==> src/rtl/output_port_arbiter.sv <==
// output_port_arbiter
//   Switch allocator for one router output port. Inputs whose head flit is
//   routed to OUTPUT_ID compete for the port. A round-robin pointer picks
//   the winner. The grant is held from head to tail, and this block drives
//   the crossbar select and the valid/ready handshake for that output.
//
//   Optional feature: define ARB_TIMEOUT_EN to add a stall watchdog. It
//   releases a lock after TIMEOUT consecutive cycles without a transfer
//   and pulses timeout_pulse for one cycle.
//
// Ports
//   clk, rst       clock, asynchronous active-high reset
//   req_valid      per input: a decoded head flit is present
//   req_port       per input route code, slice [i*REQUEST_WIDTH +: REQUEST_WIDTH]
//   flit_valid     per input: flit available
//   flit_tail      per input: current flit is the tail
//   out_ready      downstream accepts a flit this cycle
//   out_valid      flit presented on this output
//   flit_ready     per input pop strobe (only the granted input)
//   grant          one-hot granted input (zero when idle)
//   grant_idx      binary crossbar select matching grant
//   grant_valid    a packet currently owns the output
//   timeout_pulse  one-cycle watchdog release strobe (ARB_TIMEOUT_EN only)

module output_port_arbiter #(
  parameter int unsigned NUM_IN        = 5,
  parameter int unsigned REQUEST_WIDTH = 3,
  parameter int unsigned OUTPUT_ID     = 1,
  parameter int unsigned TIMEOUT       = 64
) (
  input  logic                              clk,
  input  logic                              rst,
  input  logic [NUM_IN-1:0]                 req_valid,
  input  logic [NUM_IN*REQUEST_WIDTH-1:0]   req_port,
  input  logic [NUM_IN-1:0]                 flit_valid,
  input  logic [NUM_IN-1:0]                 flit_tail,
  input  logic                              out_ready,
  output logic                              out_valid,
  output logic [NUM_IN-1:0]                 flit_ready,
  output logic [NUM_IN-1:0]                 grant,
  output logic [$clog2(NUM_IN)-1:0]         grant_idx,
  output logic                              grant_valid
`ifdef ARB_TIMEOUT_EN
  ,
  output logic                              timeout_pulse
`endif
);

  localparam int unsigned IdxW = $clog2(NUM_IN);

  if (NUM_IN < 2 || TIMEOUT < 1) begin : g_param_err
    $error("output_port_arbiter: NUM_IN must be >= 2 and TIMEOUT >= 1");
  end

  typedef enum logic [0:0] {
    StIdle,
    StLocked
  } state_e;

  state_e              r_state, w_state_d;
  logic [NUM_IN-1:0]   r_grant, w_grant_d;
  logic [IdxW-1:0]     r_grant_idx, w_grant_idx_d;
  logic [IdxW-1:0]     r_rr_ptr, w_rr_ptr_d;

  logic [NUM_IN-1:0]   w_cand;
  logic                w_pick_found;
  logic [IdxW-1:0]     w_pick_idx;
  logic [NUM_IN-1:0]   w_pick_oh;
  logic                w_xfer;
  logic                w_tail_xfer;
  logic [IdxW-1:0]     w_ptr_after_g;

  // Candidates: valid head flits routed to this output.
  always_comb begin
    w_cand = '0;
    for (int unsigned i = 0; i < NUM_IN; i++) begin
      w_cand[i] = req_valid[i] &&
                  (req_port[i*REQUEST_WIDTH +: REQUEST_WIDTH] == REQUEST_WIDTH'(OUTPUT_ID));
    end
  end

  // Round-robin pick: the first candidate at or after r_rr_ptr, with wrap.
  always_comb begin
    int unsigned j;
    j            = 0;
    w_pick_found = 1'b0;
    w_pick_idx   = '0;
    w_pick_oh    = '0;
    for (int unsigned k = 0; k < NUM_IN; k++) begin
      j = 32'(r_rr_ptr) + k;
      if (j >= NUM_IN) j = j - NUM_IN;
      if (!w_pick_found && w_cand[j]) begin
        w_pick_found = 1'b1;
        w_pick_idx   = IdxW'(j);
        w_pick_oh[j] = 1'b1;
      end
    end
  end

  // r_grant is all-zero when idle, so these reduce to 0 outside LOCKED.
  assign w_xfer        = (|(r_grant & flit_valid)) && out_ready;
  assign w_tail_xfer   = w_xfer && (|(r_grant & flit_valid & flit_tail));
  assign w_ptr_after_g = (r_grant_idx == IdxW'(NUM_IN - 1)) ? '0 : r_grant_idx + IdxW'(1);

`ifdef ARB_TIMEOUT_EN
  localparam int unsigned CntW = $clog2(TIMEOUT + 1);

  logic [CntW-1:0] r_stall_cnt, w_stall_cnt_d;
  logic            r_timeout_pulse, w_timeout_pulse_d;
`endif

  always_comb begin
    w_state_d     = r_state;
    w_grant_d     = r_grant;
    w_grant_idx_d = r_grant_idx;
    w_rr_ptr_d    = r_rr_ptr;
`ifdef ARB_TIMEOUT_EN
    w_stall_cnt_d     = '0;
    w_timeout_pulse_d = 1'b0;
`endif
    unique case (r_state)
      StIdle: begin
        if (w_pick_found) begin
          w_state_d     = StLocked;
          w_grant_d     = w_pick_oh;
          w_grant_idx_d = w_pick_idx;
        end
      end
      StLocked: begin
        if (w_tail_xfer) begin
          w_state_d     = StIdle;
          w_grant_d     = '0;
          w_grant_idx_d = '0;
          w_rr_ptr_d    = w_ptr_after_g;
        end
`ifdef ARB_TIMEOUT_EN
        else if (!w_xfer) begin
          // Release on the stall that completes TIMEOUT stalled cycles, so the
          // cycle that gets the strobe never pops a flit.
          if (r_stall_cnt == CntW'(TIMEOUT - 1)) begin
            w_state_d         = StIdle;
            w_grant_d         = '0;
            w_grant_idx_d     = '0;
            w_rr_ptr_d        = w_ptr_after_g;
            w_timeout_pulse_d = 1'b1;
          end else begin
            w_stall_cnt_d = r_stall_cnt + CntW'(1);
          end
        end
`endif
      end
      default: begin
        w_state_d     = StIdle;
        w_grant_d     = '0;
        w_grant_idx_d = '0;
      end
    endcase
  end

  always_ff @(posedge clk or posedge rst) begin
    if (rst) begin
      r_state     <= StIdle;
      r_grant     <= '0;
      r_grant_idx <= '0;
      r_rr_ptr    <= '0;
    end else begin
      r_state     <= w_state_d;
      r_grant     <= w_grant_d;
      r_grant_idx <= w_grant_idx_d;
      r_rr_ptr    <= w_rr_ptr_d;
    end
  end

`ifdef ARB_TIMEOUT_EN
  always_ff @(posedge clk or posedge rst) begin
    if (rst) begin
      r_stall_cnt     <= '0;
      r_timeout_pulse <= 1'b0;
    end else begin
      r_stall_cnt     <= w_stall_cnt_d;
      r_timeout_pulse <= w_timeout_pulse_d;
    end
  end

  assign timeout_pulse = r_timeout_pulse;
`endif

  assign grant       = r_grant;
  assign grant_idx   = r_grant_idx;
  assign grant_valid = (r_state == StLocked);
  assign out_valid   = grant_valid && (|(r_grant & flit_valid));
  assign flit_ready  = r_grant & {NUM_IN{out_ready}};

endmodule

==> config.mk <==
export PLATFORM = sky130hd
export DESIGN_NAME = output_port_arbiter
export DESIGN_NICKNAME = d
export VERILOG_FILES = /design/src/rtl/output_port_arbiter.sv
export SDC_FILE = /design/constraint.sdc
export NUM_CORES = 1
export LEC_CHECK = 0
export CAP_MARGIN = 20
export CORE_ASPECT_RATIO = 1.25
export CORE_MARGIN = 2
export CORE_UTILIZATION = 40
export DETAILED_ROUTE_END_ITERATION = 12
export GPL_ROUTABILITY_DRIVEN = 1
export PLACE_DENSITY = 0.66
export REMOVE_ABC_BUFFERS = 1
export SYNTH_ARGS = -nofsm -noshare
export SYNTH_HDL_FRONTEND = slang
export SYNTH_SLANG_ARGS = --single-unit
==> constraint.sdc <==
create_clock -name clk -period 4.7 [get_ports clk]
set_input_delay 1.41 -clock clk [delete_from_list [all_inputs] [get_ports clk]]
set_output_delay 1.41 -clock clk [all_outputs]
set_load 0.03 [all_outputs]
# Word-level counts from Yosys, hierarchy flattened
# Index checks and enable logic that the tools add are counted.
[classes] add_sub_neg=10 n_lt_le_gt_ge=15 n_eq_ne=8 muxes=50 bitwise=8 n_reduce_logical=25
[ops] op=">= comparator 32 x 1 -> 1 bit, second input constant" count=5
[ops] op="less-than comparator 32 x 4 -> 1 bit, second input constant" count=5
[ops] op="two-way mux 32 bit" count=5
[ops] op="two-way mux 5 bit" count=7
[ops] op="two-way mux 3 bit" count=8
[ops] op="bitwise OR 5 bit" count=4
[ops] op="subtractor 4 x 3 -> 5 bit, second input constant" count=4
[ops] op="logical AND 1 bit" count=17
[ops] op="two-way mux 1 bit" count=17
[ops] op=">= comparator 4 x 3 -> 1 bit, second input constant" count=4
[ops] op="AND 5 bit" count=3
[ops] op="binary-select mux 1 bit (select 3 bit)" count=5
[ops] op="demux 1 bit (select 3 bit)" count=5
[ops] op="== test 3 x 1 -> 1 bit, second input constant" count=5
[ops] op="case mux 5 bit (2 select lines)" count=1
[ops] op="OR reduction 5 bit" count=2
[ops] op="adder 3 x 2 -> 4 bit, second input constant" count=2
[ops] op="case mux 3 bit (2 select lines)" count=1
[ops] op="adder 3 x 1 -> 4 bit, second input constant" count=1
[ops] op="adder 3 x 3 -> 4 bit, second input constant" count=1
[ops] op="zero test 1 bit" count=4
[ops] op="AND reduction 2 bit" count=2
[ops] op="subtractor 3 x 3 -> 4 bit, second input constant" count=1
[ops] op="adder 3 x 1 -> 3 bit, second input constant" count=1
[ops] op="other kinds (6)" count=6
[word_totals] reg_bits=12 output_inout_bits=15 wordCells=120

# Depth between registers and ports, before layout
# Gate-level depths: netlist (run 1).
[logic_depth] depth_word=19 depth_mapped=15 depth_no_buf=12

# Least setup slack after synthesis (run 1)
# Ideal clock, no wire load.
[synth_timing] path_type="in2out" startpoint="input port flit_valid[0]" endpoint="output port out_valid" arrival_ns=2.285 setup_slack_ns=1.005 stages=2 n_path_buf=0 path_cell_list="a222oi_1 -> a21boi_0"
[synth_between] elab_chain_cells=3
[synth_lines] item="from (decl)" line="35" text="input logic [NUM_IN-1:0] flit_valid,"
[synth_lines] item="AND 5 bit" line="191" text="assign out_valid = grant_valid && (|(r_grant & flit_valid));"
[synth_lines] item="OR reduction 5 bit" line="191"
[synth_lines] item="logical AND 1 bit" line="191"
[synth_lines] item="to (decl)" line="38" text="output logic out_valid,"
# No other way between the ends.

# Worst setup path in the final report (run 1)
# Ends and elaborated chain as after synthesis.

==> flow_summary.json, run 1 <==
{
  "postSynthAreaPerCell_um2": 8.06,
  "timing.critical_path.required_ns": 3.29,
  "core_mm2": 0.00586,
  "main_combinational_cell_family_by_area_after_synthesis": "simple AND/OR/NAND/NOR gates",
  "totalNegativeSetupSlack_ns": 0,
  "clock_sink_count": 12,
  "drt_pre_antenna_iters": 4,
  "routed_wire_length_per_instance_um": 18.1,
  "cts_hold_repair.buffers": 0,
  "seq_area_frac_synth_pct": 12.2,
  "run_status": "finished, final reports clean",
  "pwr-share-comb_pct": 85.4,
  "nNetsFinal": 395,
  "timing_max_transition_violations_final": 0,
  "core.rowCount": 31,
  "grt_setup_unrepaired": "false",
  "pin_count_of_the_biggest_net_entering_global_routing": 32,
  "die-height_um": 91.6,
  "p_int_mw": 0.945,
  "grt_remaining_overflow": 0,
  "crit_type": "in -> out",
  "relSlewSlack_pct": 61.0,
  "setup.worst_path.end_class": "output pin",
  "netSwitchingFraction_pct": 57.7,
  "cp_data_arrival_time_ns": 2.95,
  "yosys.area_share.simple_pct": 34.1,
  "count_of_placed_standard_cells_including_taps": 423,
  "syn-cell-area_mm2": 0.00246,
  "detailroute.via_count": 2601,
  "cts.clk_slew.worst_paths_ns": 0.06,
  "synth_top_cells_by_area": "sky130_fd_sc_hd__dfrtp_1 (12%), sky130_fd_sc_hd__ha_1 (7.6%), sky130_fd_sc_hd__nand3_1 (4.1%)",
  "ys_seq_elements": 12,
  "final_antenna_net_count": 0,
  "yosys-mux-area-fraction_pct": 4.38,
  "timing.rr.start": "r_rr_ptr[1]",
  "syn_inst": 305,
  "area_of_the_die_mm2": 0.00679,
  "n_antenna_cell": 0,
  "crit_share_post_route_pct": 92.9,
  "power_per_cell_area_mw_per_mm2": 742,
  "synth_fa_ha_area_share_pct": 8.45,
  "worst-path-max-fanout": 2,
  "worstSetupStartpoint": "flit_valid[0]",
  "routed_wirelength_um": 7710,
  "cts_post_setup_buffers_inserted": 0,
  "worst_skew_pair.late_latency_ns": 0.24,
  "synthDominantCellAreaShare_pct": 12.2,
  "final.setup.worst_slack_ns": 0.336,
  "pwr-share-seq_pct": 9.4,
  "cts.repair.resized": 0,
  "timing.fmax_ghz": 0.229,
  "postSynth.asyncResetShare_pct": 100,
  "hold_path.class": "reg -> reg",
  "synth_edf_count": 0,
  "post_route_cells_drive_above_1_share_pct": 10.4,
  "cts-htree-levels": 1,
  "dp_slack_ns": 0.358,
  "compound_gate_fraction_of_synth_area_pct": 33.7,
  "max-clock-path-buffers": 2,
  "first_pass_grt_wire_length_um": 12200,
  "most_repeated_cell_in_the_gate_level_netlist_after_synthesis": "sky130_fd_sc_hd__nand3_1",
  "synth.top_cells.by_count": "sky130_fd_sc_hd__nand3_1 (20), sky130_fd_sc_hd__nor2_1 (18), sky130_fd_sc_hd__a21oi_1 (17)",
  "first_iter_violations": 176,
  "setup_viol": 0,
  "power.switching_mw": 1.29,
  "dp_hpwl_um": 6130,
  "timing.critical_path.from_type": "primary input",
  "yosys.cell_types.count": 83,
  "die_width_um": 74.1,
  "static-leakage-power_nw": 1.12,
  "ir_worst_vdd_uv": 340,
  "timing.clock.skew_ns": 0.00446,
  "grt_usage_pct": 22.5,
  "maxCapViolations": 0,
  "detail_route.drc_violations": 0,
  "cts_inserted_buffers": 3,
  "number_of_antenna_violations_at_the_first_check_in_global_routing": 0,
  "total_count_of_hold_check_failures_in_the_final_report": 0,
  "drt-vias-per-instance": 6.09,
  "first_global_vias": 2409,
  "tritoncts": "done",
  "min_path_cells": 2,
  "worst_pin_slew_ns": 0.585,
  "reg2reg_setup_slack_ns": 0.86,
  "yosys.area.top_type": "sky130_fd_sc_hd__dfrtp_1",
  "finalNonFillerCells": 427,
  "power.share.clock_pct": 5.1,
  "io-pin-count": 48,
  "gpl.final_weighted_congestion": 0.923,
  "register_to_register_path_depth": 12,
  "postSynth.topFlopCell": "sky130_fd_sc_hd__dfrtp_1",
  "timing.critical_path.to": "out_valid",
  "final.min_clock_period_ns": 4.36,
  "cts-root-buf": "sky130_fd_sc_hd__clkbuf_8",
  "place.port_buffers": 47,
  "synthXorXnorAreaFrac_pct": 0.356,
  "start_util_pct": 42.0,
  "areaGrowthSynthToFinish_pct": 22.4,
  "yosysWarnings": 0,
  "worst_r2r_endpoint": "grant[0]"
}
[cell usage in the layout (no fill, tap or decap), types with 4 or more instances in the layout]
cell type and count:
sky130_fd_sc_hd__a31oi_1 5, sky130_fd_sc_hd__inv_1 9, sky130_fd_sc_hd__nor2_1 18, sky130_fd_sc_hd__nor3b_1 4
sky130_fd_sc_hd__buf_4 7, sky130_fd_sc_hd__and3_1 8, sky130_fd_sc_hd__clkbuf_8 4, sky130_fd_sc_hd__o22ai_1 5
sky130_fd_sc_hd__mux2i_1 6, sky130_fd_sc_hd__nor2b_1 6, sky130_fd_sc_hd__a211oi_1 10, sky130_fd_sc_hd__nor3_1 5
sky130_fd_sc_hd__ha_1 15, sky130_fd_sc_hd__a21oi_1 17, sky130_fd_sc_hd__nand3_1 20, sky130_fd_sc_hd__nand2_1 15
sky130_fd_sc_hd__or3_1 7, sky130_fd_sc_hd__o21ai_0 15, sky130_fd_sc_hd__o211ai_1 6, sky130_fd_sc_hd__nand2b_1 8
sky130_fd_sc_hd__dfrtp_1 12, sky130_fd_sc_hd__clkdlybuf4s50_1 47, sky130_fd_sc_hd__and2_1 5
[worst min path at each step]
| stage | from | to | slack, ns |
|---|---|---|---|
| after floorplan | grant[4] | grant[4] | 0.68 |
| after global placement | grant_idx[1] | grant_idx[1] | 0.56 |
| after detailed placement | grant_idx[1] | grant_idx[1] | 0.57 |
| after CTS | grant[4] | grant[4] | 0.59 |
| after global routing | grant_idx[1] | grant_idx[1] | 0.60 |
| final | grant[4] | grant[4] | 0.59 |
[registers in the layout, indices dropped and copies added (netlist names)]
name         count
grant_valid      1
grant            5
grant_idx        3
r_rr_ptr         3
[power groups by stage]
stage          Clock, mW  Combinational, mW  Sequential (mW)
5_1_grt            0.119               2.06            0.217
6_report           0.114               1.91            0.211
3_3_place_gp           0               1.86            0.211
4_1_cts            0.115               1.88            0.210
3_5_place_dp           0               1.88            0.211
2_1_floorplan          0               1.24            0.312
[worst max-delay path: stages]
cell and delay [ns]:
sky130_fd_sc_hd__clkdlybuf4s50_1 0.48, sky130_fd_sc_hd__a222oi_1 0.10, sky130_fd_sc_hd__a21boi_0 0.25, sky130_fd_sc_hd__clkdlybuf4s50_1 0.72
[per-layer routing]
layer,vias to the layer above,wire length (um),track usage [%]
met4,0,148,5.61
met3,8,243,0.659
met5,-,0,0
met2,66,4100,41.9
li1,1287,-,-
met1,1240,3220,27.7
[through the flow]
step	instance area (um^2)	power [mW]	utilization, %	hold slack (ns)
3_5_place_dp	2950	2.09	50.4	0.575
3_3_place_gp	2950	2.07	50.4	0.563
4_1_cts	3010	2.21	51.4	0.587
5_1_grt	3010	2.40	51.4	0.597
6_report	3010	2.23	51.4	0.588
2_1_floorplan	2330	1.55	-	0.680
[cells by family (layout without fill, tap and decap cells)]
family	after synthesis	in the layout
simple gates	130	130
compound gates	109	109
buf+inv	28	68
fa+ha+maj	16	16
flops	12	12
mux	9	9
xor+xnor	1	1
[cell type report]
cell class,count,area [um^2]
multi-input combinational,265,1990
fill,584,2850
clock buffer,4,55.1
timing repair buffer,54,523
inverter,10,37.5
tap,82,103
sequential,12,300
No activity file was read; power rests on OpenSTA's default activity.
==> run 2, diff against run 1 <==
--- a/config.mk
+++ b/config.mk
@@ -5,6 +5,7 @@
 export SDC_FILE = /design/constraint.sdc
 export NUM_CORES = 1
 export LEC_CHECK = 0
+export ABC_AREA = 1
 export CAP_MARGIN = 20
 export CORE_ASPECT_RATIO = 1.25
 export CORE_MARGIN = 2
==> flow_summary.json, run 2 <==
{
  "first_iter_violations": 135,
  "crit_type": "in -> out",
  "cts_post_setup_buffers_inserted": 0,
  "post_route_cells_drive_above_1_share_pct": 15.0,
  "nNetsFinal": 512,
  "register_to_register_path_depth": 16,
  "syn_inst": 414,
  "timing_max_transition_violations_final": 0,
  "worst_skew_pair.late_latency_ns": 0.24,
  "io-pin-count": 48,
  "most_repeated_cell_in_the_gate_level_netlist_after_synthesis": "sky130_fd_sc_hd__nand2_1",
  "worst_path_max_delay_cell": "sky130_fd_sc_hd__clkdlybuf4s50_1",
  "postSynth.asyncResetShare_pct": 100,
  "final_cell_mix": "sky130_fd_sc_hd__nand2_1 (138), sky130_fd_sc_hd__nand3_1 (51), sky130_fd_sc_hd__clkdlybuf4s50_1 (47)",
  "timing.rr.start": "r_rr_ptr[1]",
  "drt_pre_antenna_iters": 4,
  "detail_route.drc_violations": 0,
  "cp_cell_sequence": "clkdlybuf4s50_1 -> nand2_1 -> nand3_1 -> a221oi_1 -> nor2_1 -> clkdlybuf4s50_1",
  "worst_r2r_endpoint": "grant_idx[0]",
  "drt-vias-per-instance": 5.00,
  "relSlewSlack_pct": 58.4,
  "total_count_of_hold_check_failures_in_the_final_report": 0,
  "worst_pin_slew_ns": 0.624,
  "number_of_antenna_violations_at_the_first_check_in_global_routing": 0,
  "synthDominantCellAreaShare_pct": 21.2,
  "timing.fmax_ghz": 0.234,
  "cp_data_arrival_time_ns": 2.87,
  "n_antenna_cell": 0,
  "routed_wire_length_per_instance_um": 12.2,
  "maxCapViolations": 0,
  "gpl.final_weighted_congestion": 0.887,
  "worst-path-max-fanout": 2,
  "core.rowCount": 31,
  "seq_area_frac_synth_pct": 12.3,
  "setup.worst_path.end_class": "output pin",
  "grt_setup_unrepaired": "false",
  "postSynthAreaPerCell_um2": 5.89,
  "ys_seq_elements": 12,
  "final_antenna_net_count": 0,
  "yosysWarnings": 0,
  "totalNegativeSetupSlack_ns": 0,
  "timing.clock.skew_ns": 0.00133,
  "start_util_pct": 41.7,
  "synth_top_cells_by_area": "sky130_fd_sc_hd__nand2_1 (21%), sky130_fd_sc_hd__dfrtp_1 (12%), sky130_fd_sc_hd__nand3_1 (10%)",
  "dp_hpwl_um": 5510,
  "design_area_mm2": 0.00302,
  "worstSetupStartpoint": "flit_valid[4]",
  "timing.critical_path.required_ns": 3.29,
  "max-clock-path-buffers": 2,
  "cts.repair.resized": 0,
  "die-height_um": 91.3,
  "yosys.cell_types.count": 37,
  "pin_count_of_the_biggest_net_entering_global_routing": 20,
  "yosys.area.top_type": "sky130_fd_sc_hd__nand2_1",
  "cts_inserted_buffers": 3,
  "critical_path_cell_count": 6,
  "final_common_cell": "sky130_fd_sc_hd__nand2_1",
  "first_global_vias": 2552,
  "timing.critical_path.to": "out_valid",
  "dp_slack_ns": 0.418,
  "largest_register_ffs": 5,
  "cts-htree-levels": 1,
  "final.min_clock_period_ns": 4.28,
  "critical_path_buf_inv_count": 2,
  "tritoncts": "done",
  "first_pass_grt_wire_length_um": 11300,
  "area_of_the_die_mm2": 0.00674,
  "postSynth.topFlopCell": "sky130_fd_sc_hd__dfrtp_1",
  "hold_path.class": "reg -> reg",
  "core_mm2": 0.00586,
  "place.port_buffers": 47,
  "run_status": "finished, final reports clean",
  "detailroute.via_count": 2717,
  "final.setup.worst_slack_ns": 0.422,
  "clock_sink_count": 12,
  "routed_wirelength_um": 6620,
  "synth.top_cells.by_count": "sky130_fd_sc_hd__nand2_1 (138), sky130_fd_sc_hd__nand3_1 (51), sky130_fd_sc_hd__inv_1 (43)",
  "crit_share_post_route_pct": 91.0,
  "setup_viol": 0,
  "delay_of_the_slowest_critical_path_stage_ns": 0.60,
  "cts_hold_repair.buffers": 0,
  "cts-root-buf": "sky130_fd_sc_hd__clkbuf_8",
  "die_width_um": 73.9,
  "dpl_cell_area_mm2": 0.00298,
  "grt_usage_pct": 20.8,
  "cpLargestDelayFamily": "buffers and inverters",
  "synth_edf_count": 0,
  "grt_remaining_overflow": 0,
  "reg2reg_setup_slack_ns": 1.37,
  "areaGrowthSynthToFinish_pct": 23.6,
  "syn-cell-area_mm2": 0.00244,
  "timing.critical_path.from_type": "primary input",
  "cts.clk_slew.worst_paths_ns": 0.05,
  "critPathMostFrequentCell": "sky130_fd_sc_hd__clkdlybuf4s50_1"
}
[run 2: worst min path at each step]
stage                 start            to  slack [ns]  depth (start not counted)
3_3_place_gp    grant_valid   grant_valid        0.49                          2
3_5_place_dp    grant_valid   grant_valid        0.50                          2
2_1_floorplan   grant_valid   grant_valid        0.67                          2
5_1_grt        grant_idx[1]  grant_idx[1]        0.56                          2
6_report        grant_valid   grant_valid        0.51                          2
4_1_cts         grant_valid   grant_valid        0.51                          2
[run 2: logic make-up after synthesis]
logic type	synth area share, %
fa+ha+maj	8.51
buf+inv	11.3
xor+xnor	0.667
flops	12.3
simple gates	57.3
compound gates	9.95
[run 2: per-layer routing]
layer / share of wire [%] / GRT usage, % / vias to the layer above / wire (um)
met5: 0 / 0 / - / 0
li1: - / - / 1433 / -
met4: 2.4 / 7.27 / 0 / 156
met3: 3.7 / 1.44 / 9 / 246
met2: 51 / 38.7 / 76 / 3410
met1: 42 / 24.0 / 1199 / 2810
[run 2: layout make-up]
class / count / area (um^2)
Tap cell: 82 / 103
Fill cell: 585 / 2840
Clock buffer: 3 / 41.3
Multi-Input combinational cell: 339 / 1860
Sequential cell: 12 / 300
Timing Repair Buffer: 49 / 485
Inverter: 58 / 223
[run 2: stage by stage]
| stage | utilization, % | hold WS (ns) | instances |
|---|---|---|---|
| after floorplan | - | 0.668 | 409 |
| after global placement | 50.8 | 0.491 | 540 |
| after detailed placement | 50.8 | 0.501 | 540 |
| after CTS | 51.5 | 0.513 | 543 |
| after global routing | 51.5 | 0.563 | 543 |
| final | 51.5 | 0.514 | 543 |
[run 2: tightest hold or removal path, delay by kind of cell (launching register included)]
family / cells / cell delay [ns]
AND/OR/NAND/NOR: 2 / 0.12
flip-flops: 1 / 0.36
Power of run 2 is not shown: default switching activity piles up to over one toggle a cycle in this logic, so the estimate is an artifact.
==> run 3, diff against run 2 <==
--- a/config.mk
+++ b/config.mk
@@ -14,6 +14,7 @@
 export GPL_ROUTABILITY_DRIVEN = 1
 export PLACE_DENSITY = 0.66
 export REMOVE_ABC_BUFFERS = 1
+export SETUP_SLACK_MARGIN = 0.3
 export SYNTH_ARGS = -nofsm -noshare
 export SYNTH_HDL_FRONTEND = slang
 export SYNTH_SLANG_ARGS = --single-unit
==> results of run 3 <==
No change in the layout: final DEF, timing and power equal those of run 2.
Power of run 3 is left out for the same reason.
==> patch, RTL diff (flow settings as in run 2) <==
Set the parameter `NUM_IN` to 4 (it was 5).
--- a/src/rtl/output_port_arbiter.sv
+++ b/src/rtl/output_port_arbiter.sv
@@ -24,5 +24,5 @@
 
 module output_port_arbiter #(
-  parameter int unsigned NUM_IN        = 5,
+  parameter int unsigned NUM_IN        = 4,
   parameter int unsigned REQUEST_WIDTH = 3,
   parameter int unsigned OUTPUT_ID     = 1,
Interface: changed (7 resized); port bits go from 48 to 39. The function was not compared with the original's and may differ.
==> patch against run 2 <==
- routed wire length shrank 59%
- sequential cell count shrank 3
- via count shrank 56%
- global-route usage shrank 2.5 points
- cell area shrank 48%
- area after synthesis shrank 53%
- setup slack gained 0.030 ns
- core utilization grew 6.7 points
Power is left out: it rests on default switching activity, and per cell area and clock period it moved more than threefold.
==> patch: results (changes against run 2) <==
{
  "timing": {
    "hold_ws": {"value": 0.533, "unit": "ns", "change": "+0.0189 ns"},
    "slew_headroom": {"value": 62.9, "unit": "%", "change": "+4.5 points"},
    "clock-skew-final": {"value": 0.00173, "unit": "ns", "change": "+0.000402 ns"}
  },
  "yosys": {
    "post_synth_xor_area_fraction": {"value": 0, "unit": "%", "change": "-0.67 points"},
    "yosys.area_share.adder": {"value": 9.89, "unit": "%", "change": "+1.4 points"},
    "top_cells_by_count_synth": "sky130_fd_sc_hd__nand2_1, sky130_fd_sc_hd__nand3_1, sky130_fd_sc_hd__inv_1",
    "netlist-cell-type-count": {"value": 24, "change": "-35%"},
    "compound_cell_area_share_of_the_yosys_netlist": {"value": 4.18, "unit": "%", "change": "-5.8 points"},
    "synth-seq-area-share": {"value": 19.8, "unit": "%", "change": "+7.5 points"},
    "async_s_r_ff_share_synth": {"value": 100, "unit": "%", "change": "unchanged"},
    "synth.top_cells.by_area": "sky130_fd_sc_hd__dfrtp_1, sky130_fd_sc_hd__nand2_1, sky130_fd_sc_hd__nand3_1"
  },
  "hold_path": {
    "holdCritStartpoint": "grant_idx[0]",
    "holdPathStages": {"value": 1, "change": "-1"},
    "worstHoldEndpoint": "r_rr_ptr[0]"
  },
  "worst_setup_path": {
    "cp_data_arrival_time": {"value": 2.84, "unit": "ns", "change": "-0.03 ns"},
    "worst_r2r_path_depth": {"value": 10, "change": "-6"},
    "critical_path.max_stage_delay": {"value": 0.69, "unit": "ns", "change": "+0.09 ns"},
    "r2r_path_start": "r_rr_ptr[0]"
  },
  "grt": {
    "groute.usage.overall": {"value": 18.2, "unit": "%", "change": "-2.5 points"},
    "pin_count_of_the_biggest_net_entering_global_routing": {"value": 13, "change": "-35%"},
    "grt_pass1_vias": {"value": 1117, "change": "-56%"},
    "wire_length_of_the_first_global_routing_pass": {"value": 4620, "unit": "um", "change": "-59%"},
    "grt_antenna_before_repair": {"value": 0, "change": "unchanged"}
  },
  "clock_network": {
    "clock_tree.root_cell": "sky130_fd_sc_hd__clkbuf_4",
    "cts_made_buffers": {"value": 3, "change": "unchanged"},
    "clk_latency": {"value": 0.27, "unit": "ns", "change": "+0.03 ns"}
  },
  "cells_and_area": {
    "drive_gt1_share": {"value": 14.0, "unit": "%", "change": "-0.96 points"},
    "num-nets-final": {"value": 244, "change": "-52%"},
    "fillers": {"value": 277, "change": "-53%"},
    "largest_register_ffs": {"value": 4, "change": "-1"}
  },
  "routing": {
    "detail_route.iter0.violations": {"value": 36, "change": "-73%"},
    "route.detailed.wl_per_inst": {"value": 11.3, "unit": "um", "change": "-7.2%"},
    "drt-vias-per-instance": {"value": 5.00, "change": "-0.16%"}
  },
  "run_status": {
    "status": "finished, final reports clean"
  },
  "placement": {
    "setup_ws_pre_cts": {"value": 0.446, "unit": "ns", "change": "+0.0278 ns"},
    "detailedPlacementHpwl": {"value": 2280, "unit": "um", "change": "-59%"},
    "portBuffers": {"value": 38, "change": "-19%"},
    "gp_congestion": {"value": 0.883, "change": "-0.51%"}
  }
}
==> patch: cell types whose count changed in the layout (fill, tap and decap cells not counted), sizes merged, moves of 6 or more <==
cell | run 2 | this run
o21ai | 24 | 2
nand2 | 157 | 62
clkdlybuf4s50 | 47 | 38
inv | 58 | 21
nand4 | 10 | 2
nor2 | 48 | 16
nand3 | 60 | 37
ha | 15 | 9
==> patch: routing by layer <==
metal | wire, um | part of all wire, % | GRT usage, %
met2 | 1470 | 54 | 34.5
met4 | 42 | 1.5 | 9.54
met1 | 1070 | 39 | 19.0
met5 | 0 | 0 | 0
met3 | 136 | 5.0 | 1.66
==> patch: how the worst max path moves through the flow <==
stage | start | slack [ns] | end | cells past startpoint
2_1_floorplan | flit_valid[1] | 1.22 | out_valid | 2
3_3_place_gp | flit_valid[1] | 0.46 | out_valid | 4
3_5_place_dp | flit_valid[1] | 0.45 | out_valid | 4
4_1_cts | flit_valid[1] | 0.44 | out_valid | 4
5_1_grt | flit_valid[3] | 0.40 | out_valid | 4
6_report | flit_valid[1] | 0.45 | out_valid | 4
==> patch: area by class of cell <==
type	count	share of cell area [%]
multi-input combinational	135	51.9
timing repair buffer	38	24.1
tap	34	2.70
sequential	9	14.3
clock buffer	4	1.67
inverter	21	5.32
==> patch: through the flow <==
stage | cells | instance area [sq um]
floorplan | 165 | 1130
global placement | 237 | 1550
detailed placement | 237 | 1550
CTS | 241 | 1580
global route | 241 | 1580
finish | 241 | 1580
==> patch: logic make-up after synthesis <==
logic type      count (synthesis)
simple gates                  118
compound gates                  8
flops                           9
buf+inv                        22
fa+ha+maj                       9
